[src/rtl/bist_pkg.sv]
// Shared types for the SRAM BIST controller and its read checker.
package bist_pkg;

    typedef enum logic [2:0] {
        IDLE,
        RESET_PG,
        RUN,
        DRAIN,
        DONE
    } bist_ctrl_state_t;

    // States in which the BIST owns the SRAM port.
    function automatic logic is_busy_state(input bist_ctrl_state_t s);
        return (s == RESET_PG) || (s == RUN) || (s == DRAIN);
    endfunction

endpackage

[src/rtl/bist_read_checker.sv]
// Read-latency pipeline for BIST reads, data comparator, saturating fail
// counter and capture of the first failing address/expected/actual data.
module bist_read_checker
    import bist_pkg::*;
#(
    parameter int ADDR_WIDTH     = 8,
    parameter int DATA_WIDTH     = 32,
    parameter int READ_LATENCY   = 1,
    parameter int FAIL_CNT_WIDTH = 16
) (
    input  logic                      clk,
    input  logic                      rst,
    input  logic                      clear,
    input  logic                      push,
    input  logic [ADDR_WIDTH-1:0]     push_addr,
    input  logic [DATA_WIDTH-1:0]     push_check,
    input  logic [DATA_WIDTH-1:0]     rdata,
    output logic [FAIL_CNT_WIDTH-1:0] fail_count,
    output logic [ADDR_WIDTH-1:0]     first_fail_addr,
    output logic [DATA_WIDTH-1:0]     first_fail_expected,
    output logic [DATA_WIDTH-1:0]     first_fail_actual
);

    typedef struct packed {
        logic                  valid;
        logic [ADDR_WIDTH-1:0] addr;
        logic [DATA_WIDTH-1:0] check;
    } rd_entry_t;

    rd_entry_t pipe_q [READ_LATENCY];
    rd_entry_t pipe_d [READ_LATENCY];
    rd_entry_t head;
    logic      mismatch;

    logic [FAIL_CNT_WIDTH-1:0] fail_count_q, fail_count_d;
    logic                      first_seen_q, first_seen_d;
    logic [ADDR_WIDTH-1:0]     ff_addr_q, ff_addr_d;
    logic [DATA_WIDTH-1:0]     ff_exp_q, ff_exp_d;
    logic [DATA_WIDTH-1:0]     ff_act_q, ff_act_d;

    // Entry pushed with the read request leaves the last stage exactly when
    // its read data is valid on rdata.
    always_comb begin
        pipe_d[0].valid = push;
        pipe_d[0].addr  = push_addr;
        pipe_d[0].check = push_check;
        for (int i = 1; i < READ_LATENCY; i++) begin
            pipe_d[i] = pipe_q[i-1];
        end
    end

    assign head     = pipe_q[READ_LATENCY-1];
    assign mismatch = head.valid && (rdata != head.check);

    always_comb begin
        fail_count_d = fail_count_q;
        first_seen_d = first_seen_q;
        ff_addr_d    = ff_addr_q;
        ff_exp_d     = ff_exp_q;
        ff_act_d     = ff_act_q;
        if (clear) begin
            fail_count_d = '0;
            first_seen_d = 1'b0;
            ff_addr_d    = '0;
            ff_exp_d     = '0;
            ff_act_d     = '0;
        end else if (mismatch) begin
            if (fail_count_q != '1) begin
                fail_count_d = fail_count_q + 1'b1;
            end
            if (!first_seen_q) begin
                first_seen_d = 1'b1;
                ff_addr_d    = head.addr;
                ff_exp_d     = head.check;
                ff_act_d     = rdata;
            end
        end
    end

    always_ff @(posedge clk) begin
        if (rst) begin
            // NOTE: only the valid bits need reset; address/check payload is
            // ignored while invalid, so it stays un-reset to keep the reset tree small.
            for (int i = 0; i < READ_LATENCY; i++) begin
                pipe_q[i].valid <= 1'b0;
            end
            fail_count_q <= '0;
            first_seen_q <= 1'b0;
            ff_addr_q    <= '0;
            ff_exp_q     <= '0;
            ff_act_q     <= '0;
        end else begin
            pipe_q       <= pipe_d;
            fail_count_q <= fail_count_d;
            first_seen_q <= first_seen_d;
            ff_addr_q    <= ff_addr_d;
            ff_exp_q     <= ff_exp_d;
            ff_act_q     <= ff_act_d;
        end
    end

    assign fail_count          = fail_count_q;
    assign first_fail_addr     = ff_addr_q;
    assign first_fail_expected = ff_exp_q;
    assign first_fail_actual   = ff_act_q;

endmodule

[src/rtl/bist_controller.sv]
// BIST sequencer for one SRAM macro: drives a pattern generator, owns the
// SRAM port while a test runs and reports pass/fail with first-fail details.
module bist_controller
    import bist_pkg::*;
#(
    parameter int MAX_ADDR       = 255,
    parameter int ADDR_WIDTH     = $clog2(MAX_ADDR),
    parameter int DATA_WIDTH     = 32,
    parameter int MASK_WIDTH     = 4,
    parameter int READ_LATENCY   = 1,
    parameter int FAIL_CNT_WIDTH = 16
) (
    input  logic                      clk,
    input  logic                      rst,
    input  logic                      start,
    output logic                      busy,
    output logic                      done,
    output logic                      pass,
    output logic [FAIL_CNT_WIDTH-1:0] fail_count,
    output logic [ADDR_WIDTH-1:0]     first_fail_addr,
    output logic [DATA_WIDTH-1:0]     first_fail_expected,
    output logic [DATA_WIDTH-1:0]     first_fail_actual,
    output logic                      pg_en,
    output logic                      pg_rst,
    input  logic [ADDR_WIDTH-1:0]     pg_addr,
    input  logic [DATA_WIDTH-1:0]     pg_data,
    input  logic [DATA_WIDTH-1:0]     pg_check,
    input  logic [MASK_WIDTH-1:0]     pg_wmask,
    input  logic                      pg_we,
    input  logic                      pg_re,
    input  logic                      pg_done,
    input  logic [ADDR_WIDTH-1:0]     func_addr,
    input  logic [DATA_WIDTH-1:0]     func_wdata,
    input  logic [MASK_WIDTH-1:0]     func_wmask,
    input  logic                      func_we,
    input  logic                      func_re,
    output logic                      func_grant,
    output logic [ADDR_WIDTH-1:0]     sram_addr,
    output logic [DATA_WIDTH-1:0]     sram_wdata,
    output logic [MASK_WIDTH-1:0]     sram_wmask,
    output logic                      sram_we,
    output logic                      sram_re,
    input  logic [DATA_WIDTH-1:0]     sram_rdata
);

    localparam int DRAIN_W = (READ_LATENCY > 1) ? $clog2(READ_LATENCY) : 1;
    localparam logic [DRAIN_W-1:0] DRAIN_LAST = DRAIN_W'(READ_LATENCY - 1);

    bist_ctrl_state_t     state_q, state_d;
    logic                 busy_q, busy_d;
    logic                 done_q, done_d;
    logic [DRAIN_W-1:0]   drain_cnt_q, drain_cnt_d;
    logic                 run_active;
    logic                 bist_read;

    assign run_active = (state_q == RUN) && !pg_done;
    assign bist_read  = pg_re && run_active;

    always_comb begin
        // NOTE: every _d gets a default first so no path leaves it unassigned,
        // which would otherwise infer a latch.
        state_d     = state_q;
        drain_cnt_d = drain_cnt_q;
        unique case (state_q)
            IDLE, DONE: if (start) state_d = RESET_PG;
            RESET_PG:   state_d = RUN;
            RUN: begin
                if (pg_done) begin
                    state_d     = DRAIN;
                    drain_cnt_d = '0;
                end
            end
            DRAIN: begin
                if (drain_cnt_q == DRAIN_LAST) begin
                    state_d = DONE;
                end else begin
                    drain_cnt_d = drain_cnt_q + 1'b1;
                end
            end
            default: state_d = IDLE;
        endcase
        busy_d = is_busy_state(state_d);
        done_d = (state_d == DONE);
    end

    always_ff @(posedge clk) begin
        // NOTE: non-blocking assignments here so every flop samples the
        // pre-edge values regardless of statement order.
        if (rst) begin
            state_q     <= IDLE;
            busy_q      <= 1'b0;
            done_q      <= 1'b0;
            drain_cnt_q <= '0;
        end else begin
            state_q     <= state_d;
            busy_q      <= busy_d;
            done_q      <= done_d;
            drain_cnt_q <= drain_cnt_d;
        end
    end

    // Port ownership: functional requests are dropped, not queued, while busy.
    always_comb begin
        if (busy_q) begin
            sram_addr  = pg_addr;
            sram_wdata = pg_data;
            sram_wmask = pg_wmask;
            sram_we    = pg_we && run_active;
            sram_re    = bist_read;
        end else begin
            sram_addr  = func_addr;
            sram_wdata = func_wdata;
            sram_wmask = func_wmask;
            sram_we    = func_we;
            sram_re    = func_re;
        end
    end

    assign func_grant = !busy_q;
    assign pg_en      = run_active;
    assign pg_rst     = rst || (state_q == RESET_PG);
    assign busy       = busy_q;
    assign done       = done_q;
    assign pass       = done_q && (fail_count == '0);

    bist_read_checker #(
        .ADDR_WIDTH     (ADDR_WIDTH),
        .DATA_WIDTH     (DATA_WIDTH),
        .READ_LATENCY   (READ_LATENCY),
        .FAIL_CNT_WIDTH (FAIL_CNT_WIDTH)
    ) u_checker (
        .clk                 (clk),
        .rst                 (rst),
        .clear               (state_q == RESET_PG),
        .push                (bist_read),
        .push_addr           (pg_addr),
        .push_check          (pg_check),
        .rdata               (sram_rdata),
        .fail_count          (fail_count),
        .first_fail_addr     (first_fail_addr),
        .first_fail_expected (first_fail_expected),
        .first_fail_actual   (first_fail_actual)
    );

endmodule

[config.mk]
export PLATFORM = sky130hd
export DESIGN_NAME = bist_controller
export DESIGN_NICKNAME = d
export VERILOG_FILES = /design/src/rtl/bist_pkg.sv /design/src/rtl/bist_read_checker.sv /design/src/rtl/bist_controller.sv
export SDC_FILE = /design/constraint.sdc
export NUM_CORES = 1
export LEC_CHECK = 0
export CAP_MARGIN = 10
export CORE_UTILIZATION = 36
export DETAILED_ROUTE_END_ITERATION = 6
export PLACE_DENSITY = 0.76
export SKIP_CTS_REPAIR_TIMING = 1
export SLEW_MARGIN = 20
export SYNTH_ARGS = -nofsm -noshare
export SYNTH_HDL_FRONTEND = slang
export SYNTH_SLANG_ARGS = --single-unit
[constraint.sdc]
create_clock -name clk -period 1.9 [get_ports clk]
set_input_delay 0.38 -clock clk [delete_from_list [all_inputs] [get_ports clk]]
set_output_delay 0.38 -clock clk [all_outputs]
set_load 0.1 [all_outputs]
Word level (Yosys, flattened, before mapping)
Cells that the tools add are included.

cells by class
  shift operators = 0
  $add $sub $neg = 2
  divide/modulo/power cells = 0
  equal/unequal tests = 11
  bitwise gates (word level) = 1
  order comparisons = 0
  muxes and demuxes = 12
  reductions and logical operators = 18
  multipliers = 0

operators with widths
  kind                                                 count
  two-way mux 32 bit                                   1
  inequality test 32 bit                               1
  adder 16 x 1 -> 16 bit, second input constant        1
  logical NOT 16 bit                                   1
  inequality test 16 bit, second input constant        1
  equality test 3 x 2 -> 1 bit, second input constant  4
  one-hot mux 3 bit (4 select lines)                   1
  two-way mux 3 bit                                    3
  two-way mux 8 bit                                    1
  equality test 3 x 1 -> 1 bit, second input constant  2
  equality test 3 bit, second input constant           2
  AND reduction 2 bit                                  3
  logical AND 1 bit                                    5
  two-way mux 1 bit                                    4
  two-way mux 4 bit                                    1
  OR reduction 2 bit                                   2
  logical NOT 3 bit                                    1
  logical OR 1 bit                                     3
  logical NOT 1 bit                                    2
  inequality test 2 bit, second input constant         1
  one-hot mux 1 bit (2 select lines)                   1
  nonzero test 2 bit                                   1
  adder 1 bit, second input constant                   1
  NOT 1 bit                                            1

storage, ports and cells
  output and inout bits = 140
  input bits = 160
  logic and storage cells = 56
  memory bits (writable) = 0
  bits in read-only memories = 0
  latch bits = 0
  register bits = 136
  memories kept = 0

Depth between registers and ports, before layout
  word-level depth = 6
  depth in mapped cells = 8
  depth with buffers taken out = 7

By module
From an unflattened synthesis, not the netlist that was laid out.

unflattened totals
  cells, all modules = 600
  area total of the unflattened synthesis = 5,972.0 um^2

modules (own cells, without submodules)
  module             area each (um^2)  cells an instance  sequential area each (um^2)  instances
  bist_read_checker  5,156.2           518                3,002.9                      1
  bist_controller    815.8             82                 100.1                        1

Worst setup path after synthesis
Ideal clock, no wire load.

  kind = register to output
  start = reg state_q[1]
  end = out sram_re
  data required time = 1.520 ns
  data arrival time = 4.268 ns
  path buffers = 0
  stages on the path, launching flop included = 5
  setup slack = -2.748 ns
  cell sequence = dfxtp_1 nor2b_1 nor3b_1 nand3_1 o21ai_0

between the ends
  word-level cells in the longest chain between the ends = 4

RTL lines
  element                       line                    source
  from (decl)                   bist_controller.sv:49   bist_ctrl_state_t state_q, state_d;
  from (signal assigned)        bist_controller.sv:95   state_q <= state_d;
  equality test 3 x 2 -> 1 bit  bist_controller.sv:56   assign run_active = (state_q == RUN) && !pg_done;
  logical AND 1 bit             bist_controller.sv:56
  net pg_en                     bist_controller.sv:23   output logic pg_en,
  logical AND 1 bit             bist_controller.sv:57   assign bist_read = pg_re && run_active;
  two-way mux 1 bit             bist_controller.sv:104  if (busy_q) begin
  to (decl)                     bist_controller.sv:42   output logic sram_re,

The timed path passes the listed nets, and every way through them passes these cells.

Final worst setup path
  start = reg u_checker.fail_count_q[10] (netlist: u_checker.fail_count[10])
  end = out pass

between the ends
  word-level cells in the longest chain between the ends = 2

RTL lines
  element                 line                     source
  from (decl)             bist_read_checker.sv:35  logic [FAIL_CNT_WIDTH-1:0] fail_count_q, fail_count_d;
  from (signal assigned)  bist_read_checker.sv:94  fail_count_q <= fail_count_d;
  logical NOT 16 bit      bist_controller.sv:124   assign pass = done_q && (fail_count == '0);
  logical AND 1 bit       bist_controller.sv:124
  to (decl)               bist_controller.sv:18    output logic pass,

No other way between the ends.

==> flow_metrics.py <==
metrics = {
    "global_route": {
        "grt_usage_pct": 23.62,
        "grt_overflow": 0,
        "antenna_found_initial": 1,
        "grt_max_degree": 107,
        "grt_pass1_wl_um": 29610,
        "grt_pass1_vias": 5599,
    },
    "routing": {
        "ant_nets": 0,
        "drt-initial-drc-count": 319,
        "routed_wl_um": 22060,
        "vias": 6001,
        "first_pass_iters": 5,
        "wl_per_cell_um": 18.76,
        "drc": 0,
        "avgViaCountPerCell": 5.103,
    },
    "critical_path": {
        "end_kind": "primary output",
        "cp_slowest_stage_delay_ns": 0.43,
        "crit_arrival_ns": 1.71,
        "r2r_end": "u_checker.first_fail_actual[8]",
        "reg2reg_from": "u_checker.head[25]",
        "r2r_setup_slack_ns": -0.14,
        "r2r_cells": 8,
        "crit_chain": "nor4b_1 > and4_4 > buf_12",
        "crit_slowest_cell": "nor4b_1",
        "cp_max_fo": 5,
        "critPathKind": "flop to primary output",
        "required_ns": 1.52,
        "start_kind": "flop",
    },
    "floorplan": {
        "die_height_um": 130.1,
        "die_x_um": 130.1,
        "die_area_um2": 16930,
        "placement_rows": 46,
        "core_um2": 15940,
        "start_util_pct": 37.07,
        "ios": 300,
    },
    "placed_design": {
        "pre_cts_ws_ns": -0.7035,
        "numPortBuffers": 299,
        "gp_congestion": 0.8581,
        "placed_cell_area_um2": 10000,
        "dp_hpwl_um": 15560,
    },
    "logic_synthesis": {
        "syn_area_per_cell_um2": 9.800,
        "synth_fp_nets": 765,
        "syn_inst": 603,
        "ys_top_cells_by_count": "dfxtp_1 (95), nand3_1 (82), nand2_1 (78)",
        "synth_cell_types": 40,
        "synth.top_cell.area_share_pct": 32.18,
        "ys_ff_latch": 135,
        "ys.flop_type": "dfxtp_1",
        "yosys-top-cells-area": "dfxtp_1 (32%), edfxtp_1 (20%), mux2_2 (8.4%), nand3_1 (6.9%), o21ai_0 (5.1%)",
        "yosysWarnings": 0,
        "ys_seq_area_share_pct": 52.51,
        "synth.largest_area_cell": "dfxtp_1",
        "synth_area_um2": 5909,
        "synthArstFlopShare_pct": 0,
        "yosysMostFrequentCell": "dfxtp_1",
        "synth-edff-count": 40,
    },
    "final_layout": {
        "ff_latch_area_um2": 3174,
        "multi_input_area_um2": 3014,
        "fin_nets": 1108,
        "area_growth_pct": 91.95,
        "layout-drive-gt1-share_pct": 37.33,
        "nFillCells": 1093,
        "finish.instance_area_um2": 11340,
    },
    "status": {
        "status": "finished with violations",
        "violations": "negative setup slack",
    },
    "sta": {
        "rsz0062_at_grt": "true",
        "setup_viol": 130,
        "max_freq_ghz": 0.4793,
        "period_needed_ns": 2.086,
        "hold_viol_final": 0,
        "fin_skew_ns": 0.01162,
        "slew_headroom_pct": 68.94,
        "fin_crit_sh_pct": 109.8,
        "worst_slew_pin_slew_ns": 0.4659,
        "finalMaxSlewViolations": 0,
        "fin_ws_ns": -0.1862,
    },
    "power": {
        "irDropWorstVdd_uv": 654.6,
        "p_leak_nw": 4.414,
        "power.density_nw_per_um2": 814.0,
    },
    "clock_network": {
        "cts_buffers": 17,
        "clkLatencyLatePin_ns": 0.41,
        "path_clk_slew_ns": 0.06,
        "cts_root_buf": "clkbuf_16",
        "cts_tree": "built",
        "cts_sinks": 135,
        "ctsLongestPathBuffers": 2,
        "cts_max_level": 4,
    },
    "worst_hold_path": {
        "hp-start": "sram_rdata[14]",
        "whs_path_depth": 3,
        "hold_path_class": "primary input to flop",
        "min_to": "u_checker.first_fail_actual[14]",
    },
    "flow_run": {
        "drv_cap": 0,
    },
}
-- flip-flops by register name, indices dropped and copies added (netlist names) --
register and count:
state_q 3, u_checker.first_fail_expected 32, u_checker.fail_count 16, u_checker.first_seen_q 1, u_checker.head 41, u_checker.first_fail_actual 32
busy 1, u_checker.first_fail_addr 8, done 1
-- worst max-delay path: cells and delay by family (launching register included) --
family | cells | cell delay (ns)
AND/OR/NAND/NOR | 2 | 0.76
flip-flops | 1 | 0.36
buffers and inverters | 1 | 0.17
-- area by class of cell --
cell class,count,share of cell area (%)
clock inverter,13,1.081
antenna,1,0.02206
inverter,7,0.2868
timing repair buffer,364,37.67
tap,216,2.383
clock buffer,19,4.004
sequential,135,27.98
multi-input combinational,421,26.57
-- stage by stage --
step	setup TNS (ns)	total power, mW	utilization (%)	std cells	hold WS (ns)
after floorplan	-1.011	4.672	-	603	0.4280
after global placement	-56.47	5.826	62.73	1106	0.4376
after detailed placement	-56.08	5.838	62.73	1106	0.4407
after CTS	-26.39	8.997	66.35	1138	0.4499
after global routing	-21.43	9.500	71.15	1176	0.3400
final	-10.23	9.234	71.15	1176	0.2931
-- where the power goes --
part / internal, mW / total [mW] / switching (mW)
registers: 3.05 / 3.13 / 0.0777
clock network: 1.89 / 3.18 / 1.29
logic: 1.27 / 2.93 / 1.66
-- cell usage in the layout, fill, tap and decap left out, drive strengths merged, types with 19 or more instances in the layout --
cell type and count:
a21oi 19, mux2 44, nand2 78, clkdlybuf4s50 158, o21ai 88, xnor2 33
nand3 83, buf 201, edfxtp 40, clkbuf 23, dfxtp 95
-- kinds of logic after synthesis --
logic type,share of synthesized area (%)
mux,8.385
buf+inv,4.404
xor+xnor,4.891
simple gates,19.71
fa+ha+maj,0.4234
flops,52.51
compound gates,9.676
-- worst max path at each step --
stage,from,endpoint,slack [ns],depth (start not counted)
2_1_floorplan,state_q[1],sram_re,-0.44,4
3_3_place_gp,sram_rdata[29],u_checker.fail_count[3],-0.70,8
3_5_place_dp,sram_rdata[29],u_checker.fail_count[6],-0.70,8
4_1_cts,u_checker.fail_count[0],pass,-0.36,6
5_1_grt,u_checker.head[25],u_checker.first_fail_actual[8],-0.26,8
6_report,u_checker.fail_count[10],pass,-0.19,3
-- metal layers --
layer | GRT usage (%) | up-vias | part of all wire [%]
li1 | - | 2852 | -
met1 | 25.02 | 2805 | 36
met2 | 41.71 | 278 | 53
met3 | 6.929 | 66 | 6.3
met4 | 13.68 | 0 | 4.6
met5 | 0 | - | 0
No activity file was read; power rests on OpenSTA's default activity.
==> edit, RTL diff (same settings) <==
Register the output `fail_count`; this adds one clock of latency there. The other outputs are not delayed to match.
--- a/src/rtl/bist_controller.sv
+++ b/src/rtl/bist_controller.sv
@@ -46,4 +46,6 @@
     localparam int DRAIN_W = (READ_LATENCY > 1) ? $clog2(READ_LATENCY) : 1;
     localparam logic [DRAIN_W-1:0] DRAIN_LAST = DRAIN_W'(READ_LATENCY - 1);
+
+    logic [FAIL_CNT_WIDTH-1:0] fail_count_c;
 
     bist_ctrl_state_t     state_q, state_d;
@@ -122,5 +124,5 @@
     assign busy       = busy_q;
     assign done       = done_q;
-    assign pass       = done_q && (fail_count == '0);
+    assign pass       = done_q && (fail_count_c == '0);
 
     bist_read_checker #(
@@ -137,5 +139,5 @@
         .push_check          (pg_check),
         .rdata               (sram_rdata),
-        .fail_count          (fail_count),
+        .fail_count          (fail_count_c),
         .first_fail_addr     (first_fail_addr),
         .first_fail_expected (first_fail_expected),
@@ -143,4 +145,12 @@
     );
 
+    always_ff @(posedge clk) begin
+        if (rst) begin
+            fail_count <= '0;
+        end else begin
+            fail_count <= fail_count_c;
+        end
+    end
+
 endmodule
 
Formal check against the unedited RTL: not equivalent (a bounded check fails within 10 cycles, from zero or initial values and one cycle with rst high).
==> edit against the unedited design <==
  * The run still ends with negative setup slack left
  * Cell area rose by 3.2%
  * Power rose by 7.3%
  * Sequential cell count rose by 16
  * Combinational power barely moved
  * Worst setup slack improved by 0.0036 ns
  * Wire length rose by 2.1%
  * Synthesized area rose by 5.4%
==> edit: results (changes against the unedited design) <==
final setup fails=129 (-0.77%); Final WS setup=-0.183 ns (+0.00358 ns); top post-synthesis cells by count=dfxtp_1 (111), nand2_1 (81), o21ai_0 (80); Tightest Pin Transition=0.497 ns (+0.0314 ns); drt wl/cell=18.7 um (-0.14%); syn_nets=787 (+2.9%); LEAKAGE=0.00452 uW (+2.4%); ranking of synthesized cells by area=dfxtp_1 (36%), edfxtp_1 (19%), mux2_2 (8.0%); Cells after DPL=1,149 (+3.9%); met3 Usage GRT=0.0727 (+0.00339); HP Class=reg2reg; Overall Global Routing Usage=0.237 (+0.00126); failing checks=negative setup slack; vias in the first global route=5,749 (+2.7%); 1st-iter DRT viols=363 (+14%); skew final=0.0102 ns (-0.00141 ns); worst vdd ir=0.629 mV (-3.8%); largest net degree at the start of global routing=42 (-61%); max incr delay on CP=0.34 ns (-0.09 ns); met1 Use GR=0.264 (+0.0134); outcome=finished with violations; met2 Use GR=0.416 (-0.000707); Critical R2R Capture=u_checker.first_fail_actual[26]$_SDFFE_PP0P_; WL met3=1610 um (+15%); Post-DP HPWL=16,200 um (+4.0%); clock latency on the worst-skew pair=0.43 ns (+0.02 ns); wire length on met2=11,900 um (+1.8%)
## edit: report_power, final
part	total [uW]	internal, uW	switching, uW
clock	3500	2100	1400
combinational	2930	1260	1670
sequential	3490	3410	79.6
total	9910	6760	3150
## edit: area by class of cell
cell class | count | area (sq um)
Clock buffer | 20 | 478
Multi-Input combinational cell | 423 | 3100
Sequential cell | 151 | 3430
Timing Repair Buffer | 368 | 4240
Tap cell | 220 | 275
Fill cell | 1162 | 5050
Clock inverter | 12 | 140
Inverter | 9 | 38.8
## edit: stage by stage
stage	setup WS, ns	cell area, sq um	setup TNS [ns]
global placement	-0.703	10400	-57.61
floorplan	-0.442	6330	-0.884
detailed placement	-0.711	10400	-59.16
CTS	-0.400	11000	-29.65
global route	-0.305	11700	-26.09
finish	-0.183	11700	-10.93
## edit: kinds of logic after synthesis
group / synth area share
simple gates: 0.187
mux: 0.0795
xor+xnor: 0.0478
flops: 0.549
buf+inv: 0.0359
compound gates: 0.0966
fa+ha+maj: 0.00402
## edit: how the worst min path moves through the flow
stage,from,to,slack (ns),cells after the start
detailed placement,u_checker.first_fail_actual[13]$_SDFFE_PP0P_,u_checker.first_fail_actual[13]$_SDFFE_PP0P_,0.45,2
finish,u_checker.first_fail_actual[18]$_SDFFE_PP0P_,u_checker.first_fail_actual[18]$_SDFFE_PP0P_,0.45,2
global route,u_checker.first_fail_actual[18]$_SDFFE_PP0P_,u_checker.first_fail_actual[18]$_SDFFE_PP0P_,0.47,2
floorplan,u_checker.first_seen_q$_SDFFE_PP0P_,u_checker.first_seen_q$_SDFFE_PP0P_,0.43,1
global placement,u_checker.head[32]$_DFFE_PN_,u_checker.first_fail_addr[0]$_SDFFE_PP0P_,0.44,2
CTS,u_checker.first_fail_actual[19]$_SDFFE_PP0P_,u_checker.first_fail_actual[19]$_SDFFE_PP0P_,0.46,2
